`config.mk`:
```
export PLATFORM = sky130hd
export DESIGN_NAME = decode_regfile_pipe
export DESIGN_NICKNAME = d
export VERILOG_FILES = /design/src/rtl/decode_regfile_pipe.sv
export SDC_FILE = /design/constraint.sdc
export NUM_CORES = 2
export LEC_CHECK = 0
export CAP_MARGIN = 20
export CORE_AREA = 2 2 372 374
export CTS_CLUSTER_DIAMETER = 200
export DETAILED_ROUTE_END_ITERATION = 16
export DIE_AREA = 0 0 374 376
export PLACE_DENSITY = 0.68
export SKIP_CTS_REPAIR_TIMING = 1
export SYNTH_ARGS = -nofsm -noshare
export SYNTH_HDL_FRONTEND = slang
export SYNTH_SLANG_ARGS = --single-unit
```
`constraint.sdc`:
```
create_clock -name clk -period 2.26 [get_ports clk]
set_clock_uncertainty 0.2 [all_clocks]
set_input_delay 0.226 -clock clk [delete_from_list [all_inputs] [get_ports clk]]
set_output_delay 0.226 -clock clk [all_outputs]
set_load 0.005 [all_outputs]
```
`src/rtl/decode_regfile_pipe.sv`:
```
// Y86-64 decode stage: specifier decode (including implicit %rsp), a register
// file with two writeback ports and write-first bypass, and a D->E pipeline
// register behind a valid/ready handshake with flush.
module decode_regfile_pipe #(
  parameter int              DATA_W   = 64,
  parameter int              NUM_REGS = 15,
  parameter logic [3:0]      RSP_IDX  = 4'd4,
  parameter logic [DATA_W-1:0] REG_RST = '0
) (
  input  logic              clk,
  input  logic              rst_n,
  input  logic              in_valid,
  output logic              in_ready,
  input  logic [3:0]        icode,
  input  logic [3:0]        rA,
  input  logic [3:0]        rB,
  input  logic              flush,
  input  logic              wb_e_en,
  input  logic [3:0]        wb_e_dst,
  input  logic [DATA_W-1:0] wb_e_val,
  input  logic              wb_m_en,
  input  logic [3:0]        wb_m_dst,
  input  logic [DATA_W-1:0] wb_m_val,
  output logic              out_valid,
  input  logic              out_ready,
  output logic [3:0]        out_icode,
  output logic [DATA_W-1:0] out_valA,
  output logic [DATA_W-1:0] out_valB,
  output logic [3:0]        out_srcA,
  output logic [3:0]        out_srcB,
  output logic [3:0]        out_dstE,
  output logic [3:0]        out_dstM,
  output logic              out_ins_err
);

  localparam logic [3:0] RNONE = 4'hF;
  localparam logic [4:0] NREGS = 5'(NUM_REGS);

  logic [DATA_W-1:0] regs_q [NUM_REGS];

  logic [3:0]        srcA_d, srcB_d, dstE_d, dstM_d;
  logic              err_d;
  logic [DATA_W-1:0] valA_d, valB_d;
  logic              load;

  logic              valid_q, err_q;
  logic [3:0]        icode_q, srcA_q, srcB_q, dstE_q, dstM_q;
  logic [DATA_W-1:0] valA_q, valB_q;

  // Read one port: out-of-range/RNONE gives 0, otherwise M beats E beats array.
  function automatic logic [DATA_W-1:0] rd_port(input logic [3:0] src,
                                                input logic [DATA_W-1:0] arr_v);
    logic [DATA_W-1:0] v;
    v = '0;
    if ({1'b0, src} < NREGS) begin
      if (wb_m_en && wb_m_dst == src)      v = wb_m_val;
      else if (wb_e_en && wb_e_dst == src) v = wb_e_val;
      else                                 v = arr_v;
    end
    return v;
  endfunction

  // Derive source/destination specifiers from the instruction code.
  always_comb begin
    srcA_d = RNONE;
    srcB_d = RNONE;
    dstE_d = RNONE;
    dstM_d = RNONE;
    err_d  = 1'b0;
    case (icode)
      4'h0, 4'h1, 4'h7: ;
      4'h2: begin srcA_d = rA; dstE_d = rB; end
      4'h3: dstE_d = rB;
      4'h4: begin srcA_d = rA; srcB_d = rB; end
      4'h5: begin srcB_d = rB; dstM_d = rA; end
      4'h6: begin srcA_d = rA; srcB_d = rB; dstE_d = rB; end
      4'h8: begin srcB_d = RSP_IDX; dstE_d = RSP_IDX; end
      4'h9: begin srcA_d = RSP_IDX; srcB_d = RSP_IDX; dstE_d = RSP_IDX; end
      4'hA: begin srcA_d = rA; srcB_d = RSP_IDX; dstE_d = RSP_IDX; end
      4'hB: begin srcA_d = RSP_IDX; srcB_d = RSP_IDX; dstE_d = RSP_IDX; dstM_d = rA; end
      default: err_d = 1'b1;
    endcase
  end

  // Operand reads with writeback bypass.
  always_comb begin
    valA_d = rd_port(srcA_d, regs_q[srcA_d]);
    valB_d = rd_port(srcB_d, regs_q[srcB_d]);
  end

  // Handshake: flush blocks acceptance for the cycle.
  always_comb begin
    in_ready = (!valid_q || out_ready) && !flush;
    load     = in_valid && in_ready;
  end

  // Register file: E port first, then M so M wins on a shared destination.
  always_ff @(posedge clk or negedge rst_n) begin
    if (!rst_n) begin
      for (int i = 0; i < NUM_REGS; i++) regs_q[i] <= REG_RST;
    end else begin
      for (int i = 0; i < NUM_REGS; i++) begin
        if (wb_e_en && wb_e_dst == 4'(i)) regs_q[i] <= wb_e_val;
        if (wb_m_en && wb_m_dst == 4'(i)) regs_q[i] <= wb_m_val;
      end
    end
  end

  // D->E pipeline register: flush dominates load, load dominates drain/stall.
  always_ff @(posedge clk or negedge rst_n) begin
    if (!rst_n) begin
      valid_q <= 1'b0;
      icode_q <= 4'h0;
      valA_q  <= '0;
      valB_q  <= '0;
      srcA_q  <= RNONE;
      srcB_q  <= RNONE;
      dstE_q  <= RNONE;
      dstM_q  <= RNONE;
      err_q   <= 1'b0;
    end else if (flush) begin
      valid_q <= 1'b0;
      srcA_q  <= RNONE;
      srcB_q  <= RNONE;
      dstE_q  <= RNONE;
      dstM_q  <= RNONE;
    end else if (load) begin
      valid_q <= 1'b1;
      icode_q <= icode;
      valA_q  <= valA_d;
      valB_q  <= valB_d;
      srcA_q  <= srcA_d;
      srcB_q  <= srcB_d;
      dstE_q  <= dstE_d;
      dstM_q  <= dstM_d;
      err_q   <= err_d;
    end else if (out_ready) begin
      valid_q <= 1'b0;
    end
  end

  assign out_valid   = valid_q;
  assign out_icode   = icode_q;
  assign out_valA    = valA_q;
  assign out_valB    = valB_q;
  assign out_srcA    = srcA_q;
  assign out_srcB    = srcB_q;
  assign out_dstE    = dstE_q;
  assign out_dstM    = dstM_q;
  assign out_ins_err = err_q;

endmodule
```
==> results.md <==
* Final setup TNS at -0.0863 ns
* Clk pin slew, worst setup/hold paths at 0.06 ns
* FFs w/ async S/R, synth at 1.00
* Die width at 374 microns
* CP Capture Type: flop
* Period minus WS final at 2.32 ns
* Failing checks: hold timing, setup timing
* CTS Sinks at 1110
* Clock share of power at 0.328
* Power share of the sequential group at 0.425
* CTS Root Cell: clkbuf_16
* DR WL/cell at 30.1 microns
* Critical path fanouts, max at 14
* Vias in the first global route at 68.4k
* Row Count at 136
* Critical path origin: icode[2]
* Peak supply drop at 0.557 mV
* Crit Path Category: in2reg
* Clock Latency Late Sink at 0.80 ns
* Status: finished, violations left
* Final core occ at 0.637
* First-pass GRT wire length at 453000 microns
* Final setup margin at -0.0619 ns
* Worst hold path class: in2reg
* CTS tree: built
* CP endpoint: out_valA[20]
* Syn Area/Cell at 8.53 sq um
* Synth top area cells: dfrtp_1, mux2i_1, a21oi_1, nand2_1, o21ai_0
* Cell Pwr Density at 787 mW/mm^2
* GPL Wtd Cong at 1.02
* HPWL after DPL at 202000 microns
* Worst Path Required at 2.77 ns
* Ys flop type: dfrtp_1
* Combinational Power Share at 0.247
* CP Launch Type: input pin
* Post-Synthesis Cells at 7976
* Core region area at 0.137 sq mm
* Largest net degree at the start of global routing at 120
* Global route overflow at 0
* Psw at 22900 uW
* Final Hold Violating Endpoints at 18
* Seq/Total Area, Yosys at 0.408
* Area of the mapped netlist at 0.0681 sq mm
* Proportion of layout cells with a drive suffix above 1 at 0.164
* IO Count at 306
* Fin Hold WS at -0.0379 ns
* Final std cells w/o fill at 10.4k
* P&R area growth vs syn at 27.8%
* Initial core utilization at 0.498
* Number of fillers in the final layout at 11.1k
* PortBufs at 305
* Multi-input gate area at 0.0366 sq mm
* TritonCTS Buffers at 131
* Post-Place Worst Slack at -1.24 ns
* Area fraction of the dominant cell type after synthesis at 0.402
* Die area at 0.141 sq mm
* Achievable Freq at 431 MHz
* Rel. slew slack at 0.497
* Syn nets at 8131
* RR Endpoint: out_valA[33]
* Total track usage at 0.425
* Sw frac at 0.334
* Initial antenna violation count at 14
* Leakage at 0.0385 uW
* Critical R2R Launch: out_valid
* Yosys top cell by area: dfrtp_1
* Least-Margin Pin Slew at 0.754 ns
* Pre-antenna DRT Iters at 10
* Register area at 0.0278 sq mm
* DRC viols at 0
* Inst Count DP at 10.1k
* Vias at 72.6k
* Max Slew Vio Count at 0
* Clock buffer depth at 3
* Final period util at 1.03
* Vias per std cell at 7.00
* Arr. time, crit path at 2.83 ns
* Yosys reg bits at 1110
* WL final at 313000 microns
* Post-synth EDFFs at 0
* Max-cap violations at 0
* Die Height at 376 microns
* Distinct cells, synth at 78
* Final setup fails at 4
* Synth warn at 0
* Routed Antenna Nets at 0
* DRT iter0 DRCs at 12.7k
* P_int at 45600 uW
* Unrepaired setup endpoints after global routing: yes
* H-tree levels at 4
* FF-to-FF path depth at 10
* Final nets at 8630
* Internal reg-to-reg setup slack at 0 ns
==> per-stage QoR <==
step,total power (uW),instance area [sq um]
after detailed placement,45100,81200
after global routing,70900,87000
after CTS,67300,85600
final,68500,87000
after floorplan,37600,68500
after global placement,44400,81200
==> cell usage after synthesis, drive strengths merged (62+ instances only) <==
master / count
nand2b: 68
a221oi: 369
nand2: 988
inv: 70
clkbuf: 693
o21a: 62
mux2i: 1018
o22ai: 66
o221ai: 126
dfrtp: 1094
a31oi: 70
nor2: 736
o21ai: 831
buf: 319
a22oi: 109
a21oi: 808
a32oi: 118
==> registers in the layout, indices dropped and copies added (netlist names) <==
| name | flops |
|---|---|
| out_dstE | 4 |
| out_dstM | 4 |
| out_icode | 4 |
| out_ins_err | 1 |
| out_srcA | 4 |
| out_srcB | 4 |
| out_valA | 64 |
| out_valB | 64 |
| out_valid | 1 |
| regs_q | 960 |
==> placed cells by master, fill, tap and decap left out, types with 18 or more instances in the layout <==
| master | count |
|---|---|
| o221ai_1 | 126 |
| nand4_1 | 59 |
| and3_1 | 53 |
| a21o_1 | 55 |
| a32oi_1 | 117 |
| a221oi_1 | 369 |
| nand2b_1 | 68 |
| inv_1 | 69 |
| clkbuf_8 | 29 |
| o22ai_1 | 66 |
| a31oi_1 | 64 |
| buf_12 | 320 |
| o21a_1 | 62 |
| a21oi_1 | 797 |
| buf_4 | 688 |
| clkinv_2 | 22 |
| clkdlybuf4s50_1 | 271 |
| buf_6 | 18 |
| a22oi_1 | 107 |
| or3_1 | 55 |
| dlymetal6s2s_1 | 29 |
| dfrtp_1 | 1078 |
| nand2_1 | 981 |
| dlygate4sd3_1 | 29 |
| o21ai_1 | 131 |
| mux2i_1 | 1018 |
| clkbuf_16 | 149 |
| o21ai_0 | 684 |
| nor2_1 | 725 |
| clkbuf_1 | 25 |
==> power by group through the flow <==
stage / Combinational [uW] / Clock (uW) / Sequential (uW)
after global placement: 15600 / 0 / 28800
after global routing: 18300 / 23200 / 29400
after CTS: 16200 / 22500 / 28700
final: 16900 / 22500 / 29100
after floorplan: 10000 / 0 / 27600
after detailed placement: 16100 / 0 / 28900
==> metal layers <==
metal  track usage  vias up  part of all wire
met4         0.237       14             0.066
met2         0.611     6514              0.41
met5             0        -           0.00029
li1              -    29900                 -
met3         0.136     1595              0.15
met1         0.565    34600              0.37
==> worst max-delay path, cell delays in order <==
cell and delay [ns]:
buf_2 0.14, buf_12 0.15, buf_4 0.14, or4b_4 0.57, buf_6 0.15, buf_4 0.13, nand2_4 0.15, buf_12 0.22
buf_4 0.21, a21oi_1 0.08, o21ai_0 0.28, nand4_1 0.17, o21ai_1 0.15
==> how the worst min path moves through the flow <==
stage / cells past startpoint / endpoint / start
detailed placement: 1 / regs_q[492] / rst_n
CTS: 1 / out_valB[46] / rst_n
floorplan: 0 / out_icode[0] / rst_n
global placement: 1 / regs_q[492] / rst_n
global route: 3 / out_valB[40] / wb_m_val[40]
finish: 3 / out_valB[6] / wb_m_val[6]
==> area by class of cell <==
cell class                      count  share of cell area
Multi-Input combinational cell   5784               0.420
Sequential cell                  1110               0.320
Timing Repair Buffer             1378               0.180
Clock buffer                      192              0.0454
Tap cell                         1794              0.0258
Clock inverter                     40             0.00574
Inverter                           70             0.00303
Antenna cell                        9            0.000259
==> kinds of logic after synthesis <==
logic type | count (synthesis) | synth area share
compound gates | 2700 | 0.249
xor+xnor | 6 | 0.000992
buf+inv | 1082 | 0.0642
flops | 1110 | 0.408
mux | 1019 | 0.150
simple gates | 2059 | 0.128
(Power assumes the default switching activity.)
